===== src/rtl/tx_ordered_set_sequencer.sv =====
// 1000BASE-X style TX ordered-set sequencer: idle K28.5/D16.2 pairs, /S/ payload /T/ /R/ framing ahead of the 8b/10b encoder.
// Optional macro TX_SEQ_ERROR_PROP_EN adds in_error, which turns an accepted byte into /V/.
module tx_ordered_set_sequencer #(
  parameter int IPG_PAIRS = 6
) (
  input  logic       clk,
  input  logic       rst_n,
  input  logic       tx_en,
  input  logic       in_valid,
  input  logic [7:0] in_data,
  input  logic       in_last,
`ifdef TX_SEQ_ERROR_PROP_EN
  input  logic       in_error,
`endif
  output logic       in_ready,
  output logic [7:0] out_data,
  output logic       out_is_ctl,
  output logic       out_force_neg,
  output logic       busy
);

  localparam int CW = (IPG_PAIRS < 2) ? 1 : $clog2(IPG_PAIRS + 1);
  localparam logic [CW-1:0] IPG_MAX = CW'(IPG_PAIRS);

  localparam logic [7:0] SYM_K285 = 8'hBC;
  localparam logic [7:0] SYM_D162 = 8'h50;
  localparam logic [7:0] SYM_S    = 8'hFB;
  localparam logic [7:0] SYM_T    = 8'hFD;
  localparam logic [7:0] SYM_R    = 8'hF7;
  localparam logic [7:0] SYM_V    = 8'hFE;

  // Each state names the symbol that goes out on the next clock.
  typedef enum logic [2:0] {IDLE_K, IDLE_D, SOF, DATA, EOF_T, EXT_R} state_t;

  state_t          state, state_nxt;
  logic [CW-1:0]   ipg_cnt, ipg_nxt;
  logic            parity;
  logic            prev_ext;
  logic            byte_err;
  logic [7:0]      data_p0;
  logic            ctl_p0, force_p0, busy_p0;

  function automatic logic [CW-1:0] sat_inc(input logic [CW-1:0] c);
    return (c >= IPG_MAX) ? IPG_MAX : c + CW'(1);
  endfunction

  always_comb begin
    state_nxt = state;
    ipg_nxt   = ipg_cnt;
    data_p0   = SYM_K285;
    ctl_p0    = 1'b1;
    force_p0  = 1'b0;
    busy_p0   = 1'b0;
    in_ready  = 1'b0;
`ifdef TX_SEQ_ERROR_PROP_EN
    byte_err  = in_error;
`else
    byte_err  = 1'b0;
`endif
    case (state)
      IDLE_K: begin
        force_p0  = prev_ext;
        state_nxt = IDLE_D;
      end
      IDLE_D: begin
        data_p0   = SYM_D162;
        ctl_p0    = 1'b0;
        ipg_nxt   = sat_inc(ipg_cnt);
        state_nxt = (tx_en && in_valid && ipg_nxt == IPG_MAX) ? SOF : IDLE_K;
      end
      SOF: begin
        data_p0   = SYM_S;
        busy_p0   = 1'b1;
        ipg_nxt   = '0;
        state_nxt = DATA;
      end
      DATA: begin
        in_ready = 1'b1;
        busy_p0  = 1'b1;
        data_p0  = SYM_V;
        if (in_valid) begin
          if (!byte_err) begin
            data_p0 = in_data;
            ctl_p0  = 1'b0;
          end
          if (in_last) state_nxt = EOF_T;
        end
      end
      EOF_T: begin
        data_p0   = SYM_T;
        busy_p0   = 1'b1;
        state_nxt = EXT_R;
      end
      EXT_R: begin
        // parity is the slot now on the wire; the /R/ lands in the other one.
        data_p0   = SYM_R;
        busy_p0   = 1'b1;
        state_nxt = parity ? EXT_R : IDLE_K;
      end
      default: state_nxt = IDLE_K;
    endcase
  end

  // Output register stage
  always_ff @(posedge clk or negedge rst_n) begin
    if (!rst_n) begin
      state         <= IDLE_D;
      ipg_cnt       <= IPG_MAX;
      parity        <= 1'b0;
      prev_ext      <= 1'b0;
      out_data      <= SYM_K285;
      out_is_ctl    <= 1'b1;
      out_force_neg <= 1'b1;
      busy          <= 1'b0;
    end else begin
      state         <= state_nxt;
      ipg_cnt       <= ipg_nxt;
      parity        <= ~parity;
      prev_ext      <= (state == EXT_R);
      out_data      <= data_p0;
      out_is_ctl    <= ctl_p0;
      out_force_neg <= force_p0;
      busy          <= busy_p0;
    end
  end

endmodule


===== config.mk =====
export PLATFORM = sky130hd
export DESIGN_NAME = tx_ordered_set_sequencer
export DESIGN_NICKNAME = d
export VERILOG_FILES = /design/src/rtl/tx_ordered_set_sequencer.sv
export SDC_FILE = /design/constraint.sdc
export NUM_CORES = 1
export LEC_CHECK = 0
export CAP_MARGIN = 15
export CORE_MARGIN = 4
export CORE_UTILIZATION = 51
export CTS_CLUSTER_DIAMETER = 150
export DETAILED_ROUTE_END_ITERATION = 6
export PLACE_DENSITY = 0.82
export SETUP_SLACK_MARGIN = 0.3
export SLEW_MARGIN = 20
export SYNTH_ARGS = -nofsm -noshare
export SYNTH_HDL_FRONTEND = slang
export SYNTH_SLANG_ARGS = --single-unit

===== constraint.sdc =====
create_clock -name clk -period 2.6 [get_ports clk]
set_input_delay 0.26 -clock clk [delete_from_list [all_inputs] [get_ports clk]]
set_output_delay 0.26 -clock clk [all_outputs]
set_load 0.005 [all_outputs]

; After elaboration in Yosys (flattened, before gate mapping)
; Cells that the tools add are included.
[totals]
reg_bits = 19
inputBits = 13
out_inout_bits = 12
wordCells = 39
[op_classes]
n_addsub = 1
order_cmp = 1
eq_ne = 8
mux = 14
n_bitwise = 1
reduce_logical = 6
[ops]
columns = op, n
row1 = $pmux 8 s5, 1
row2 = $pmux 3 s6, 1
row3 = $mux 3, 4
row4 = $eq 3x3->1 const B, 3
row5 = $mux 8, 1
row6 = $eq 3x2->1 const B, 2
row7 = $pmux 3 s2, 1
row8 = $mux 1, 4
row9 = $ne 2x2->1 const B, 2
row10 = $reduce_or 4->1, 1
row11 = $add 3x1->3 const B, 1
row12 = $eq 3x1->1 const B, 1
row13 = $ge 3x3->1 const B, 1
row14 = $logic_not 3->1, 1
row15 = $logic_and 1x1->1, 2
row16 = $mux 2, 1
row17 = $pmux 1 s2, 1
row18 = $reduce_and 2->1, 1
row19 = $reduce_bool 2->1, 1
row20 = $not 1->1, 1

; Depth between registers and ports, before layout
; Gate-level depths: netlist of run 1.
[depth]
depth_word = 6
ltp_mapped = 6
mapped_depth_nobuf = 5

; Worst setup path before layout of run 1
; Ideal clock, no wire load.
[synth_timing]
kind = reg-to-reg
startpoint = reg state[1]
endpoint = reg out_data[4]
setup_time_ns = 0.072
arrival_ns = 1.402
required_ns = 2.528
setup_slack_ns = 1.127
path_stages_with_launch = 7
n_path_buf = 1
period_less_slack_ns = 1.473
cell_sequence = dfrtp_1 -> buf_2 -> clkinv_1 -> ha_1 -> inv_1 -> o21a_1 -> o21ai_1
[synth_via]
elab_chain_len = 2
elab_cells_between_ends = 6
cone_classes = eq/ne: 5 / mux: 1
[synth_lines]
columns = element, line
row1 = start: declaration, 35  ; state_t state, state_nxt;
row2 = start signal: assignment, 116  ; state <= state_nxt;
row3 = $eq 3x3->1 (tied with other cells), 60  ; case (state)
row4 = $pmux 8 s5 (*), 60
row5 = named net data_p0[4], 40  ; logic [7:0] data_p0;
row6 = end signal: assignment, 120  ; out_data <= data_p0;
row7 = end: declaration, 16  ; output logic [7:0] out_data,
; The timed path passes the listed nets; every way through them passes the cells marked *.
; A chain may end at the register's enable or synchronous reset.

; Final worst setup path of run 1
[layout_timing]
startpoint = reg state[0]
endpoint = out in_ready
[layout_via]
elab_chain_len = 2
[layout_lines]
columns = element, line
row1 = $eq 3x2->1, 60
row2 = $mux 1, 60
row3 = end: declaration, 15  ; output logic in_ready,
; Every way passes these cells.

==> impl_summary.log, run 1 <==
INFO  metric status = complete, no violations
INFO  metric power.static_leakage = roughly 0.53 nW
INFO  metric detailed_place.area = 1270 um2
INFO  metric layout_commonest_cell = sky130_fd_sc_hd__clkdlybuf4s50_1
INFO  metric synthToLayoutAreaGrowth = 26.7%
INFO  metric fin_crit_sh = 81.2%
INFO  metric htreeDepth = 1
INFO  metric global_route.overflow_total = 0
INFO  metric worstPathArrival = 1850 ps
INFO  metric post-cts-setup-buffers = 0
INFO  metric final_layout_size_suffix_gt1_share = ~15%
INFO  metric drtAntennaViolNets = 0
INFO  metric grt_antenna_before_repair = 0
INFO  metric synth_cells = 101
INFO  metric initialDrtViolationCount = 29
INFO  metric post-route-drc-count = 0
INFO  metric slowest_delay = 720 ps
INFO  metric floorplan.io_pins = 25
INFO  metric core_area = 1820 um2
INFO  metric post-route-worst-setup-slack = 490 ps
INFO  metric n_antenna_cell = 0
INFO  metric cts_tree = built
INFO  metric timing.final.max_slew_violations = 0
INFO  metric critPathLaunchType = flop
INFO  metric worst_vdd_drop = 0.533 mV
INFO  metric cts_made_buffers = 3
INFO  metric worstSetupPathType = reg -> out
INFO  metric synth_nets = approximately 120
INFO  metric timing.final.setup_violations = 0
INFO  metric grt_start_max_net_pins = 20
INFO  metric totalNegativeSetupSlack = 0 ps
INFO  metric yosys_register_bits = 19
INFO  metric route.detailed.wl_per_inst = 15.5 um
INFO  metric synth_edf_count = 0
INFO  metric grt_pass1_wl = 3.70 mm
INFO  metric dp_hpwl = approximately 1.6 mm
INFO  metric numPlacedInstances = between 100 and 150
INFO  metric critPathTopFamily = flip-flops
INFO  metric worst_ep_required_time = 2340 ps
INFO  metric num-fill-cells = 147
INFO  metric via_count_of_the_first_global_routing_pass = 808
INFO  metric chipHeight = 52.8 um
INFO  metric finalCoreUtilization = 71.1%
INFO  metric synth_ff_type = sky130_fd_sc_hd__dfstp_2
INFO  metric worst-path-max-fanout = 18
INFO  metric die_area = 2780 um2
INFO  metric ff2ff_setup_slack = 740 ps
INFO  metric clock-root-buffer = sky130_fd_sc_hd__clkbuf_4
INFO  metric stdcell_area = 1290 um2
INFO  metric drv.max_cap_violation_count = 0
INFO  metric die-width = 52.8 um
INFO  metric power_per_cell_area = 901 nW/um2
INFO  metric drt_first_pass_iters = 4
INFO  metric max_freq = 0.474 GHz
INFO  metric dp_worst_setup_slack = 560 ps
INFO  metric nNetsFinal = approximately 140
INFO  metric io_buffers = 24
INFO  metric synth_seq_area_share = 47.7%
INFO  metric slowest_stage = sky130_fd_sc_hd__dfstp_2
INFO  metric setup_repair_after_global_routing_missed_its_margin = false
INFO  metric clock_latency = roughly 290 ps
INFO  metric hold_path.class = in -> async
INFO  metric cts_max_path_buffers = 2
INFO  metric fin_cells = 150
INFO  metric period_needed = 2110 ps
INFO  metric synth_cell_types = 37
INFO  metric wl = 2.32 mm
INFO  metric finalHoldViolations = 0
INFO  metric initial_utilization = 56.2%
INFO  metric worst-slew-pin-transition = a little over 800 ps
INFO  metric clock-skew-final = 0.948 ps
INFO  metric path_buf_inv = 1
INFO  metric place_congestion = between 0.8 and 0.9
INFO  metric clock_sinks = 19
INFO  metric yosys_warnings = 0
INFO  metric timing.critical_path.cells = and3b_1 > clkdlybuf4s50_1
INFO  metric cp-end-kind = primary output
INFO  metric avgSynthCellArea = 10.1 um2
INFO  metric clk_transition_reported_paths = between 100 and 150 ps
INFO  metric share_of_flip_flops_with_an_asynchronous_set_or_reset_after_synthesis = 100%
INFO  metric final_cell_mix = sky130_fd_sc_hd__clkdlybuf4s50_1, sky130_fd_sc_hd__a21oi_1, sky130_fd_sc_hd__dfstp_2
INFO  metric core.rowCount = 15
INFO  metric maxSlewHeadroom = 45.1%
INFO  metric grtUsageTotal = 18.4%
INFO  metric avgViaCountPerCell = 5.76
INFO  metric mappedNetlistArea = 1020 um2
INFO  metric vias = 864
==> routing by layer <==
metal / up-vias / GRT usage (%) / routed length (um)
met5: - / 0 / 0
met4: 0 / 7.23 / 26
met3: 4 / 3.70 / 177
met2: 36 / 33.7 / 1180
met1: 413 / 20.6 / 938
li1: 411 / - / -
==> where the power goes <==
group	internal, mW	switching [mW]
Combinational	0.262	0.246
Sequential	0.419	0.0881
Clock	0.0596	0.0919
==> Yosys cell counts (2+ instances only) <==
master	n	area, um2
sky130_fd_sc_hd__a21oi_1	13	65.1
sky130_fd_sc_hd__dfstp_2	10	263
sky130_fd_sc_hd__dfrtp_1	9	225
sky130_fd_sc_hd__nand2b_1	8	50.1
sky130_fd_sc_hd__nor2_1	7	26.3
sky130_fd_sc_hd__o21ai_1	7	35.0
sky130_fd_sc_hd__nand2_1	5	18.8
sky130_fd_sc_hd__ha_1	4	50.1
sky130_fd_sc_hd__o211ai_1	4	30.0
sky130_fd_sc_hd__buf_2	3	15.0
sky130_fd_sc_hd__inv_1	3	11.3
sky130_fd_sc_hd__nand4bb_1	2	22.5
sky130_fd_sc_hd__o21ai_0	2	10.0
==> cell families (layout without fill, tap and decap cells) <==
group,count (synthesis),in the layout,share of synthesized area [%]
AO/OA/AOI/OAI,38,38,23.9
adder cells (fa/ha/maj),4,4,4.90
buffers and inverters,10,34,5.14
flip-flops,19,19,47.7
AND/OR/NAND/NOR,30,30,18.4
==> through the flow <==
| step | power, mW | hold slack (ps) |
|---|---|---|
| 3_5_place_dp | 1.01 | 426 |
| 2_1_floorplan | 0.825 | -35.6 |
| 5_1_grt | 1.25 | 464 |
| 6_report | 1.17 | 427 |
| 4_1_cts | 1.17 | 444 |
| 3_3_place_gp | 0.995 | 424 |
==> layout make-up <==
cell class	instances	area, um2	area share, %
multi-input cells	72	482	37.2
well taps	25	31.3	2.42
flip-flops and latches	19	489	37.8
repair buffers	25	248	19.1
clock buffers	4	26.3	2.03
inverters	5	18.8	1.45
==> sequential cells by signal, summed over array words and instances, names as in the netlist <==
name,cells
out_data,8
prev_ext,1
ipg_cnt,3
out_is_ctl,1
state,3
busy,1
out_force_neg,1
parity,1
==> what timing repair did <==
action                                  4_1_cts  5_1_grt
endpoints found under the setup margin        0        2
gates resized for setup                       0        1
hold buffers                                  0        0
==> path summary, 6_finish.rpt <==
path,start,endpoint,cells after the start
max reg2reg,state[1],out_data[7],5
max in group asynchronous,rst_n,state[1],1
min reg2reg,parity,parity,1
min,rst_n,prev_ext,1
max,state[0],in_ready,2
min in group clk,parity,parity,1
No activity file was read; power rests on OpenSTA's default activity.
==> inputs of run 2 (changes only) <==
Settings changed: CORE_UTILIZATION 51 to 48, PLACE_DENSITY 0.82 to 0.78.
Clock period 2.6 ns to 2 ns, I/O delays scaled along.
==> run 2 against run 1 <==
  * Cell count is 3.3% higher
  * Via count is 1.5% lower
  * Total power rose by 30%
  * Global-route usage shrank 1.5 points
  * Final area grew 1.9%
  * Worst setup slack got worse by 15 ps
  * Combinational power grew 42%
  * Clock-buffer cell count stayed put
  * Flip-flop and latch count did not move
  * Register-to-register slack got worse by 230 ps
  * Largest power group unchanged
==> impl_summary.log, run 2 (synthesized netlist as in run 1, its figures left out) <==
INFO  metric clk_transition_reported_paths = 100 ps (about the same)
INFO  metric initialDrtViolationCount = 21 (-28%)
INFO  metric cts_tree = built
INFO  metric power_report.internal_total = 0.979 mW (+32%)
INFO  metric worstPathArrival = 1330 ps (-520 ps)
INFO  metric route.detailed.wl_per_inst = 14.1 um (-9.1%)
INFO  metric slowest_stage = sky130_fd_sc_hd__dfstp_2
INFO  metric cts_max_path_buffers = 2 (unchanged)
INFO  metric power.share.switching = 35.5% (-1.0 points)
INFO  metric cp-end-kind = primary output
INFO  metric wl = 2.18 mm (-6.1%)
INFO  metric grt_antenna_before_repair = 0 (unchanged)
INFO  metric setup_repair_after_global_routing_missed_its_margin = false
INFO  metric dp_hpwl = 1.70 mm (+3.1%)
INFO  metric timing.final.max_slew_violations = 0 (unchanged)
INFO  metric critPathTopFamily = flip-flops
INFO  metric post-cts-setup-buffers = 0 (unchanged)
INFO  metric worst_vdd_drop = 0.741 mV (+39%)
INFO  metric regMostFlops = out_data
INFO  metric hold_path.class = in -> async
INFO  metric drtAntennaViolNets = 0 (unchanged)
INFO  metric worstSetupPathType = reg -> out
INFO  metric pwr-share-comb = 47.5% (+3.9 points)
INFO  metric grt_pass1_wl = 3.62 mm (-2.1%)
INFO  metric fin_crit_sh = 76.3%
INFO  metric numPlacedInstances = 151 (+3.4%)
INFO  metric post-route-drc-count = 0 (unchanged)
INFO  metric clock-skew-final = 2.71 ps (+1.76 ps)
INFO  metric worst-slew-pin-transition = 325 ps (-495 ps)
INFO  metric critPathLaunchType = flop
INFO  metric final_layout_size_suffix_gt1_share = 18.0% (+2.8 points)
INFO  metric grt_start_max_net_pins = 20 (unchanged)
INFO  metric slowest_delay = 540 ps (-180 ps)
INFO  metric place_congestion = 0.874 (+0.44%)
INFO  metric via_count_of_the_first_global_routing_pass = 821 (+1.6%)
INFO  metric initial_utilization = 51.1% (-5.1 points)
INFO  metric timing.final.setup_violations = 0 (unchanged)
INFO  metric synthToLayoutAreaGrowth = 29.1%
INFO  metric largest_reg_flops = 8 (unchanged)
INFO  metric layout_commonest_cell = sky130_fd_sc_hd__clkdlybuf4s50_1
INFO  metric worst-path-max-fanout = 1 (-17)
INFO  metric period_needed = 1530 ps
INFO  metric post_layout_total_power = 1.52 mW (+30%)
INFO  metric max_freq = 0.656 GHz
INFO  metric drt_first_pass_iters = 4 (unchanged)
INFO  metric vias = 851 (-1.5%)
INFO  metric clock-root-buffer = sky130_fd_sc_hd__clkbuf_4
INFO  metric avgViaCountPerCell = 5.49 (-4.7%)
INFO  metric grtUsageMet2 = 28.3% (-5.4 points)
INFO  metric reg_top3 = out_data (8), ipg_cnt (3), state (3)
INFO  metric detailed_place.area = 1290 um2 (+2.0%)
INFO  metric status = complete, no violations
INFO  metric chipHeight = 54.2 um (+2.6%)
INFO  metric n_antenna_cell = 0 (unchanged)
INFO  metric worst_ep_required_time = 1800 ps (-540 ps)
INFO  metric core_area = 2000 um2 (+10%)
INFO  metric grtUsageTotal = 16.9% (-1.5 points)
INFO  metric final_cell_mix = sky130_fd_sc_hd__clkdlybuf4s50_1, sky130_fd_sc_hd__a21oi_1, sky130_fd_sc_hd__dfstp_2
INFO  metric p_seq_share = 39.9% (-3.5 points)
INFO  metric globalRoute.busiestLayer = met2
INFO  metric total_switching_power = 0.539 mW (+26%)
INFO  metric grt_use_met3 = 3.05% (-0.66 points)
INFO  metric finalHoldViolations = 0 (unchanged)
INFO  metric grt_util_met1 = 21.4% (+0.81 points)
INFO  metric drv.max_cap_violation_count = 0 (unchanged)
INFO  metric htreeDepth = 1 (unchanged)
INFO  metric cts_made_buffers = 3 (unchanged)
INFO  metric core.rowCount = 16 (+1)
INFO  metric num-fill-cells = 157 (+6.8%)
INFO  metric die_area = 2930 um2 (+5.3%)
INFO  metric global_route.overflow_total = 0 (unchanged)
INFO  metric maxSlewHeadroom = 78.2% (+33 points)
INFO  metric nNetsFinal = 146 (+2.1%)
INFO  metric power.static_leakage = 0.546 nW (+3.6%)
INFO  metric clock_sinks = 19 (unchanged)
INFO  metric floorplan.io_pins = 25 (unchanged)
INFO  metric die-width = 54.2 um (+2.6%)
INFO  metric fin_cells = 155 (+3.3%)
INFO  metric totalNegativeSetupSlack = 0 ps (unchanged)
INFO  metric timing.critical_path.cells = clkdlybuf4s50_1
INFO  metric clock_latency = 290 ps (about the same)
INFO  metric io_buffers = 24 (unchanged)
INFO  metric path_buf_inv = 1 (unchanged)
INFO  metric power_per_cell_area = 1150 nW/um2 (+28%)
INFO  metric stdcell_area = 1320 um2 (+1.9%)
INFO  metric clockPowerShare = 12.5% (-0.5 points)
INFO  metric finalCoreUtilization = 65.9% (-5.2 points)
-- run 2: changes by cell type in the layout (fill, tap and decap cells not counted), sizes merged --
| cell | change |
|---|---|
| buf | +3 |
| clkdlybuf4s50 | -1 |
| dlygate4sd2 | +1 |
-- run 2: worst paths after layout --
kind / cells after the start / end / slack, ps / startpoint
worst min register to register: 1 / parity / 450 / parity
max in group asynchronous: 2 / state[0] / 1510 / rst_n
worst max-delay path: 1 / out_data[5] / 470 / out_data[5]
worst min-delay path: 2 / prev_ext / 230 / rst_n
worst max register to register: 5 / out_data[5] / 510 / state[1]
min in group clk: 1 / parity / 450 / parity
-- run 2: layout make-up --
cell class | count | area [um2] | share of cell area (%)
Inverter | 5 | 18.8 | 1.42
Tap cell | 27 | 33.8 | 2.56
Clock buffer | 4 | 26.3 | 1.99
Timing Repair Buffer | 28 | 269 | 20.4
Multi-Input combinational cell | 72 | 483 | 36.6
Sequential cell | 19 | 489 | 37.1
-- run 2: power by group through the flow --
stage               Combinational [mW]  Clock [mW]  Sequential (mW)
floorplan                        0.450           0            0.622
global placement                 0.699           0            0.610
detailed placement               0.721           0            0.614
CTS                              0.724       0.193            0.607
global route                     0.801       0.217            0.622
finish                           0.722       0.190            0.607
-- run 2: repair_timing --
| item | in CTS | in global routing |
|---|---|---|
| gates resized for setup | 3 | 0 |
| hold buffers | 0 | 0 |
| setup endpoints to repair | 1 | 0 |
-- run 2: layer usage --
| layer | wire (um) | share of wire [%] |
|---|---|---|
| met1 | 952 | 44 |
| met2 | 1040 | 48 |
| met3 | 142 | 6.5 |
| met4 | 42 | 1.9 |
| met5 | 0 | 0 |
-- run 2: worst reg2reg max path: cells and delay by family, from the launching register on --
family / cells / cell delay, ps
adder cells (fa/ha/maj): 1 / 420
buffers and inverters: 2 / 260
AO/OA/AOI/OAI: 2 / 370
flip-flops: 1 / 370
-- run 2: stage by stage --
step                hold slack, ps  setup WS [ps]
finish                         232            474
global route                   235            406
CTS                            241            460
detailed placement             444            475
global placement               431            492
floorplan                    -95.6            527
